### config.mk
export PLATFORM = sky130hd
export DESIGN_NAME = voice_allocator_flat
export DESIGN_NICKNAME = d
export VERILOG_FILES = /design/src/rtl/voice_allocator_if.sv /design/src/rtl/voice_allocator.sv /design/src/flat_wrapper.sv
export SDC_FILE = /design/constraint.sdc
export NUM_CORES = 1
export LEC_CHECK = 0
export CORE_MARGIN = 2
export CORE_UTILIZATION = 51
export DETAILED_ROUTE_END_ITERATION = 12
export PLACE_DENSITY = 0.84
export SETUP_SLACK_MARGIN = 0.2
export SLEW_MARGIN = 15
export SYNTH_ARGS = -nofsm -noshare
export SYNTH_HDL_FRONTEND = slang
export SYNTH_SLANG_ARGS = --single-unit
### constraint.sdc
create_clock -name clk -period 4.5 [get_ports clk]
set_clock_uncertainty 0.05 [all_clocks]
set_input_delay 0.9 -clock clk [delete_from_list [all_inputs] [get_ports clk]]
set_output_delay 0.9 -clock clk [all_outputs]
set_load 0.1 [all_outputs]
### src/rtl/voice_allocator_if.sv
// Event and voice-bank signal bundle for the polyphonic voice allocator.
// The slave modport belongs to the allocator; the master modport to the key decoder and voice bank.
interface voice_allocator_if #(
    parameter int unsigned NUM_VOICES = 8,
    parameter int unsigned NOTE_W     = 5
);
    localparam int unsigned IDX_W = $clog2(NUM_VOICES);

    logic                         evt_valid;
    logic                         evt_ready;
    logic                         evt_on;
    logic [NOTE_W-1:0]            evt_note;
    logic [NUM_VOICES-1:0]        voice_idle;
    logic [NUM_VOICES-1:0]        voice_gate;
    logic [NUM_VOICES*NOTE_W-1:0] voice_note;
    logic [NUM_VOICES-1:0]        voice_trigger;
    logic [NUM_VOICES-1:0]        voice_release;
    logic                         steal;
    logic [IDX_W:0]               active_count;

    modport master (
        output evt_valid, evt_on, evt_note, voice_idle,
        input  evt_ready, voice_gate, voice_note, voice_trigger, voice_release,
               steal, active_count
    );

    modport slave (
        input  evt_valid, evt_on, evt_note, voice_idle,
        output evt_ready, voice_gate, voice_note, voice_trigger, voice_release,
               steal, active_count
    );
endinterface

### src/rtl/voice_allocator.sv
// Polyphonic voice scheduler: serial scan picks retrigger, free, released or oldest voice,
// then a single commit cycle updates gates, notes, ages and one-cycle strobes.
module voice_allocator #(
    parameter int unsigned NUM_VOICES = 8,
    parameter int unsigned NOTE_W     = 5
) (
    input logic             clk,
    input logic             reset_n,
    voice_allocator_if.slave bus
);
    localparam int unsigned IDX_W = $clog2(NUM_VOICES);
    localparam int unsigned CNT_W = IDX_W + 1;
    localparam logic [IDX_W-1:0] LAST = IDX_W'(NUM_VOICES - 1);

    typedef enum logic [1:0] {IDLE, SCAN, COMMIT} state_t;

    state_t                  state, state_nxt;
    logic [IDX_W-1:0]        scan_idx, scan_nxt;
    logic                    on_q, on_nxt;
    logic [NOTE_W-1:0]       key_q, key_nxt;

    logic                    t1_vld, t1_vld_nxt, t2_vld, t2_vld_nxt, t3_vld, t3_vld_nxt;
    logic [IDX_W-1:0]        t1_idx, t1_nxt, t2_idx, t2_nxt, t3_idx, t3_nxt, t4_idx, t4_nxt;
    logic [IDX_W-1:0]        t3_age, t3_age_nxt;

    logic [NUM_VOICES-1:0]   gate, gate_nxt;
    logic [NOTE_W-1:0]       notes [NUM_VOICES];
    logic [NOTE_W-1:0]       notes_nxt [NUM_VOICES];
    logic [IDX_W-1:0]        age [NUM_VOICES];
    logic [IDX_W-1:0]        age_nxt [NUM_VOICES];
    logic [NUM_VOICES-1:0]   trig, trig_nxt, rel, rel_nxt;
    logic                    steal_q, steal_nxt;
    logic                    ready, ready_nxt;
    logic [CNT_W-1:0]        cnt, cnt_nxt;
    logic [IDX_W-1:0]        win;
    logic                    win_steal;

    // State register
    always_ff @(posedge clk or negedge reset_n) begin
        if (!reset_n) state <= IDLE;
        else          state <= state_nxt;
    end

    // Next-state, tier scan and commit
    always_comb begin
        state_nxt  = state;
        scan_nxt   = scan_idx;
        on_nxt     = on_q;
        key_nxt    = key_q;
        t1_vld_nxt = t1_vld;
        t2_vld_nxt = t2_vld;
        t3_vld_nxt = t3_vld;
        t1_nxt     = t1_idx;
        t2_nxt     = t2_idx;
        t3_nxt     = t3_idx;
        t3_age_nxt = t3_age;
        t4_nxt     = t4_idx;
        gate_nxt   = gate;
        notes_nxt  = notes;
        age_nxt    = age;
        trig_nxt   = '0;
        rel_nxt    = '0;
        steal_nxt  = 1'b0;
        win        = '0;
        win_steal  = 1'b0;
        cnt_nxt    = '0;

        case (state)
            IDLE: begin
                if (bus.evt_valid && ready) begin
                    on_nxt     = bus.evt_on;
                    key_nxt    = bus.evt_note;
                    scan_nxt   = '0;
                    t1_vld_nxt = 1'b0;
                    t2_vld_nxt = 1'b0;
                    t3_vld_nxt = 1'b0;
                    state_nxt  = SCAN;
                end
            end
            SCAN: begin
                if (!t1_vld && gate[scan_idx] && notes[scan_idx] == key_q) begin
                    t1_vld_nxt = 1'b1;
                    t1_nxt     = scan_idx;
                end
                if (!t2_vld && !gate[scan_idx] && bus.voice_idle[scan_idx]) begin
                    t2_vld_nxt = 1'b1;
                    t2_nxt     = scan_idx;
                end
                // Ages are a permutation, so a strict compare never ties
                if (!gate[scan_idx] && !bus.voice_idle[scan_idx] &&
                    (!t3_vld || age[scan_idx] > t3_age)) begin
                    t3_vld_nxt = 1'b1;
                    t3_nxt     = scan_idx;
                    t3_age_nxt = age[scan_idx];
                end
                if (age[scan_idx] == LAST) t4_nxt = scan_idx;
                if (scan_idx == LAST) state_nxt = COMMIT;
                else                  scan_nxt  = scan_idx + IDX_W'(1);
            end
            COMMIT: begin
                state_nxt = IDLE;
                if (on_q) begin
                    if (t1_vld)      win = t1_idx;
                    else if (t2_vld) win = t2_idx;
                    else if (t3_vld) win = t3_idx;
                    else begin
                        win       = t4_idx;
                        win_steal = 1'b1;
                    end
                    for (int i = 0; i < NUM_VOICES; i++)
                        if (age[i] < age[win]) age_nxt[i] = age[i] + IDX_W'(1);
                    age_nxt[win]   = '0;
                    gate_nxt[win]  = 1'b1;
                    notes_nxt[win] = key_q;
                    trig_nxt[win]  = 1'b1;
                    steal_nxt      = win_steal;
                end else begin
                    for (int i = 0; i < NUM_VOICES; i++) begin
                        if (gate[i] && notes[i] == key_q) begin
                            gate_nxt[i] = 1'b0;
                            rel_nxt[i]  = 1'b1;
                        end
                    end
                end
            end
            default: state_nxt = IDLE;
        endcase

        ready_nxt = (state_nxt == IDLE);
        for (int i = 0; i < NUM_VOICES; i++) cnt_nxt = cnt_nxt + CNT_W'(gate_nxt[i]);
    end

    // Datapath and output registers
    always_ff @(posedge clk or negedge reset_n) begin
        if (!reset_n) begin
            scan_idx <= '0;
            on_q     <= 1'b0;
            key_q    <= '0;
            t1_vld   <= 1'b0;
            t2_vld   <= 1'b0;
            t3_vld   <= 1'b0;
            t1_idx   <= '0;
            t2_idx   <= '0;
            t3_idx   <= '0;
            t3_age   <= '0;
            t4_idx   <= '0;
            gate     <= '0;
            trig     <= '0;
            rel      <= '0;
            steal_q  <= 1'b0;
            ready    <= 1'b1;
            cnt      <= '0;
            for (int i = 0; i < NUM_VOICES; i++) begin
                notes[i] <= '0;
                age[i]   <= IDX_W'(i);
            end
        end else begin
            scan_idx <= scan_nxt;
            on_q     <= on_nxt;
            key_q    <= key_nxt;
            t1_vld   <= t1_vld_nxt;
            t2_vld   <= t2_vld_nxt;
            t3_vld   <= t3_vld_nxt;
            t1_idx   <= t1_nxt;
            t2_idx   <= t2_nxt;
            t3_idx   <= t3_nxt;
            t3_age   <= t3_age_nxt;
            t4_idx   <= t4_nxt;
            gate     <= gate_nxt;
            trig     <= trig_nxt;
            rel      <= rel_nxt;
            steal_q  <= steal_nxt;
            ready    <= ready_nxt;
            cnt      <= cnt_nxt;
            notes    <= notes_nxt;
            age      <= age_nxt;
        end
    end

    assign bus.evt_ready     = ready;
    assign bus.voice_gate    = gate;
    assign bus.voice_trigger = trig;
    assign bus.voice_release = rel;
    assign bus.steal         = steal_q;
    assign bus.active_count  = cnt;

    for (genvar g = 0; g < NUM_VOICES; g++) begin : g_note
        assign bus.voice_note[g*NOTE_W +: NOTE_W] = notes[g];
    end
endmodule

### src/flat_wrapper.sv
// flat-port wrapper written by rule: the top's interface ports become plain ports
module voice_allocator_flat 
#(
    parameter int unsigned NUM_VOICES = 8,
    parameter int unsigned NOTE_W     = 5
)
  (clk, reset_n, bus_evt_valid, bus_evt_on, bus_evt_note, bus_voice_idle, bus_evt_ready, bus_voice_gate, bus_voice_note, bus_voice_trigger, bus_voice_release, bus_steal, bus_active_count);
  voice_allocator_if #(.NUM_VOICES(NUM_VOICES), .NOTE_W(NOTE_W)) bus_i ();
  input logic clk;
  input logic reset_n;
  input wire logic [$bits(bus_i.evt_valid)-1:0] bus_evt_valid;
  input wire logic [$bits(bus_i.evt_on)-1:0] bus_evt_on;
  input wire logic [$bits(bus_i.evt_note)-1:0] bus_evt_note;
  input wire logic [$bits(bus_i.voice_idle)-1:0] bus_voice_idle;
  output wire logic [$bits(bus_i.evt_ready)-1:0] bus_evt_ready;
  output wire logic [$bits(bus_i.voice_gate)-1:0] bus_voice_gate;
  output wire logic [$bits(bus_i.voice_note)-1:0] bus_voice_note;
  output wire logic [$bits(bus_i.voice_trigger)-1:0] bus_voice_trigger;
  output wire logic [$bits(bus_i.voice_release)-1:0] bus_voice_release;
  output wire logic [$bits(bus_i.steal)-1:0] bus_steal;
  output wire logic [$bits(bus_i.active_count)-1:0] bus_active_count;
  assign bus_i.evt_valid = bus_evt_valid;
  assign bus_i.evt_on = bus_evt_on;
  assign bus_i.evt_note = bus_evt_note;
  assign bus_i.voice_idle = bus_voice_idle;
  assign bus_evt_ready = bus_i.evt_ready;
  assign bus_voice_gate = bus_i.voice_gate;
  assign bus_voice_note = bus_i.voice_note;
  assign bus_voice_trigger = bus_i.voice_trigger;
  assign bus_voice_release = bus_i.voice_release;
  assign bus_steal = bus_i.steal;
  assign bus_active_count = bus_i.active_count;
  voice_allocator #(.NUM_VOICES(NUM_VOICES), .NOTE_W(NOTE_W)) u_core (.clk(clk), .reset_n(reset_n), .bus(bus_i));
endmodule
==> qor.csv, run 1 <==
metric;value;unit
status;finished, final reports clean;
ff2ff_path_depth;12;
cellPowerDensity;752.0;nW/um^2
reg2reg_from;u_core.state[0];
clock_sinks;123;
htree_num_levels;4;
crit_path_end_kind;flop;
start_util;0.5262;
yosysWarningCount;0;
antenna_found_initial;0;
worstSetupStartpointType;flop;
vias;6270;
setup_violations;0;
yosys.area.top_type;dfrtp_1;
arrival;4390;ps
hold_viol;0;
drt_pre_antenna_iters;5;
root_buffer;clkbuf_16;
worstSetupPathType;flop to flop;
syn_inst;694;
async_reset_ff_frac;1.000;
wl_per_cell;22.35;microns
crit_fanout;6;
worstSkewPairLatency;430;ps
avgSynthCellArea;10.65;sq um
synth_top_cell_area_share;0.3726;
core;14040;sq um
grt.overflow.total;0;
maxCapViolCount;0;
hp-class;flop to flop;
timing.final.crit_share;0.9167;
antennaDiodeCount;0;
fillerInstances;1023;
drc_errors;0;
grt_pass1_vias;6367;
drt-initial-drc-count;598;
gp_congestion;0.8975;
internal-power;3.519;mW
worst_slew_pin_slew;1068;ps
p_total;6.870;mW
rsz0062_at_grt;no;
final_common_cell;dfrtp_1;
portBuffers;86;
vdd_drop_max;382.4;uV
clockPowerShare;0.200;
vias_per_cell;6.365;
syn-num-nets;747;
multi_input_area;4020;sq um
crit_start;u_core.state[0];
power.switching;3.351;mW
yosys_most_used_dff;dfrtp_1;
layout.nets;845;
fin_setup_tns;0;ps
fmax;242.4;MHz
hold_buffers;0;
die_x;124.4;microns
slew_violations;0;
rows;43;
grt_use_total;0.2901;
final_layout_size_suffix_gt1_frac;0.2037;
syn_area;7388;sq um
endpoint;u_core.bus.active_count[2];
leakagePower;4.074;nW
maxSlewHeadroom;0.2859;
swShare;0.4878;
regArea;3100;sq um
crit_required;4770;ps
rrSetupSlack;370;ps
synth-seq-area-share;0.4188;
synth_area_leaders;dfrtp_1 (37%), mux2_2 (6.6%), mux4_2 (6.1%);
cts_setup_buffers;0;
clk_pin_slew;60;ps
antenna_left;0;
min_period;4125;ps
cts.path.max_buffers;2;
die_h;124.4;microns
final_cell_mix;dfrtp_1 (105), nand2_1 (94), clkdlybuf4s50_1 (85);
cts-buffers-inserted;17;
cts_tree;built;
comb_power_share;0.558;
ioPinCount;87;
areaGrowthSynthToFinish;23.64;%
reg2reg_to;u_core.bus.active_count[2];
ys_ff_latch;123;
grt_pass1_wl;34920;microns
die_area;15470;sq um
grt_max_degree;58;
ys_types;69;
synth_edf_count;0;
power_frac_seq;0.242;
routed_wl;22020;microns
hpwl;15500;microns
power groups by stage:
stage | Sequential (mW) | Clock (mW) | Combinational [mW]
after floorplan | 1.98 | 0 | 2.43
after global placement | 1.64 | 0 | 3.56
after detailed placement | 1.65 | 0 | 3.70
after CTS | 1.64 | 1.38 | 3.75
after global routing | 1.69 | 1.44 | 4.13
final | 1.67 | 1.37 | 3.83
cells by family (layout without fill, tap and decap cells):
logic type,Yosys count,in the layout,synth area share
AND/OR/NAND/NOR,200,200,0.1275
AO/OA/AOI/OAI,132,132,0.1333
flip-flops,123,123,0.4188
multiplexers,87,87,0.1595
buffers and inverters,70,181,0.04132
XOR/XNOR,46,46,0.05453
adder cells (fa/ha/maj),36,36,0.06503
cell usage after synthesis, types with 6 or more instances:
master / instances
o21a_1: 8
mux2i_1: 23
a31oi_1: 10
nor3_1: 9
dfstp_2: 13
xnor2_1: 24
a211oi_1: 13
nand2_1: 95
nor2_1: 29
o21ai_0: 22
dfrtp_1: 110
inv_1: 33
a21o_1: 6
o221ai_1: 6
mux2_2: 43
o22ai_1: 8
o2bb2ai_1: 6
nand2b_1: 7
buf_2: 10
mux4_2: 20
a21oi_1: 9
xor2_1: 22
nand3_1: 14
clkbuf_1: 20
nand4_1: 6
nor2b_1: 6
ha_1: 32
critical path: stages (launching register included):
cell and delay (ps):
dfrtp_2 440, nor3b_4 260, nand3_1 130, or4_1 560
a21o_1 230, ha_1 290, inv_1 60, fa_1 540
inv_1 70, fa_1 490, fa_2 370, fa_1 380
xor2_1 150
routing by layer:
layer / wire length, microns / part of all wire / GRT usage
met5: 0 / 0 / 0
met1: 8907 / 0.40 / 0.3818
met3: 1798 / 0.082 / 0.06229
met4: 679 / 0.031 / 0.1388
met2: 10630 / 0.48 / 0.4587
flip-flops by register name (all words and copies together) (netlist names), 4 cells and up:
| register | count |
|---|---|
| u_core.bus.voice_note | 40 |
| u_core.age | 24 |
| u_core.bus.voice_gate | 8 |
| u_core.bus.voice_release | 8 |
| u_core.bus.voice_trigger | 8 |
| u_core.key_q | 5 |
| u_core.bus.active_count | 4 |
worst min-delay path by stage:
stage / start / end / slack, ps / cells after the start
6_report: u_core.age[2] / u_core.age[2] / 450 / 2
5_1_grt: u_core.age[5] / u_core.age[5] / 470 / 2
4_1_cts: u_core.age[2] / u_core.age[2] / 450 / 2
3_5_place_dp: u_core.t1_idx[2] / u_core.t1_idx[2] / 450 / 1
3_3_place_gp: u_core.age[5] / u_core.age[5] / 430 / 2
2_1_floorplan: u_core.t1_idx[2] / u_core.t1_idx[2] / 420 / 1
per-stage QoR:
| stage | instance area, sq um | hold WS, ps | utilization | std cells | setup WS (ps) |
|---|---|---|---|---|---|
| 3_3_place_gp | 8513 | 433.0 | 0.6063 | 953 | 325.4 |
| 5_1_grt | 9135 | 470.4 | 0.6505 | 985 | 181.9 |
| 2_1_floorplan | 7393 | 420.0 | - | 694 | 237.1 |
| 4_1_cts | 9107 | 454.4 | 0.6486 | 985 | 288.7 |
| 6_report | 9135 | 448.9 | 0.6505 | 985 | 375.0 |
| 3_5_place_dp | 8513 | 446.2 | 0.6063 | 953 | 250.7 |
cell type report:
class                   count  area share
clock inverters            15     0.01794
clock buffers              17     0.04657
flip-flops and latches    123      0.3394
multi-input cells         501      0.4401
repair buffers            114      0.1170
well taps                 180     0.02465
inverters                  35     0.01438
timing repair:
action / CTS / global route
pin swaps: 0 / 1
resized for setup: 1 / 7
setup endpoints to repair: 1 / 2
Power figures use the tool's default switching activity.
==> run 2: changes to the inputs <==
--- a/config.mk
+++ b/config.mk
@@ -7,6 +7,7 @@
 export LEC_CHECK = 0
 export CORE_MARGIN = 2
 export CORE_UTILIZATION = 51
+export CTS_CLUSTER_SIZE = 12
 export DETAILED_ROUTE_END_ITERATION = 12
 export PLACE_DENSITY = 0.84
 export SETUP_SLACK_MARGIN = 0.2
==> results of run 2 <==
No change in the layout: final DEF, timing and power equal those of run 1.
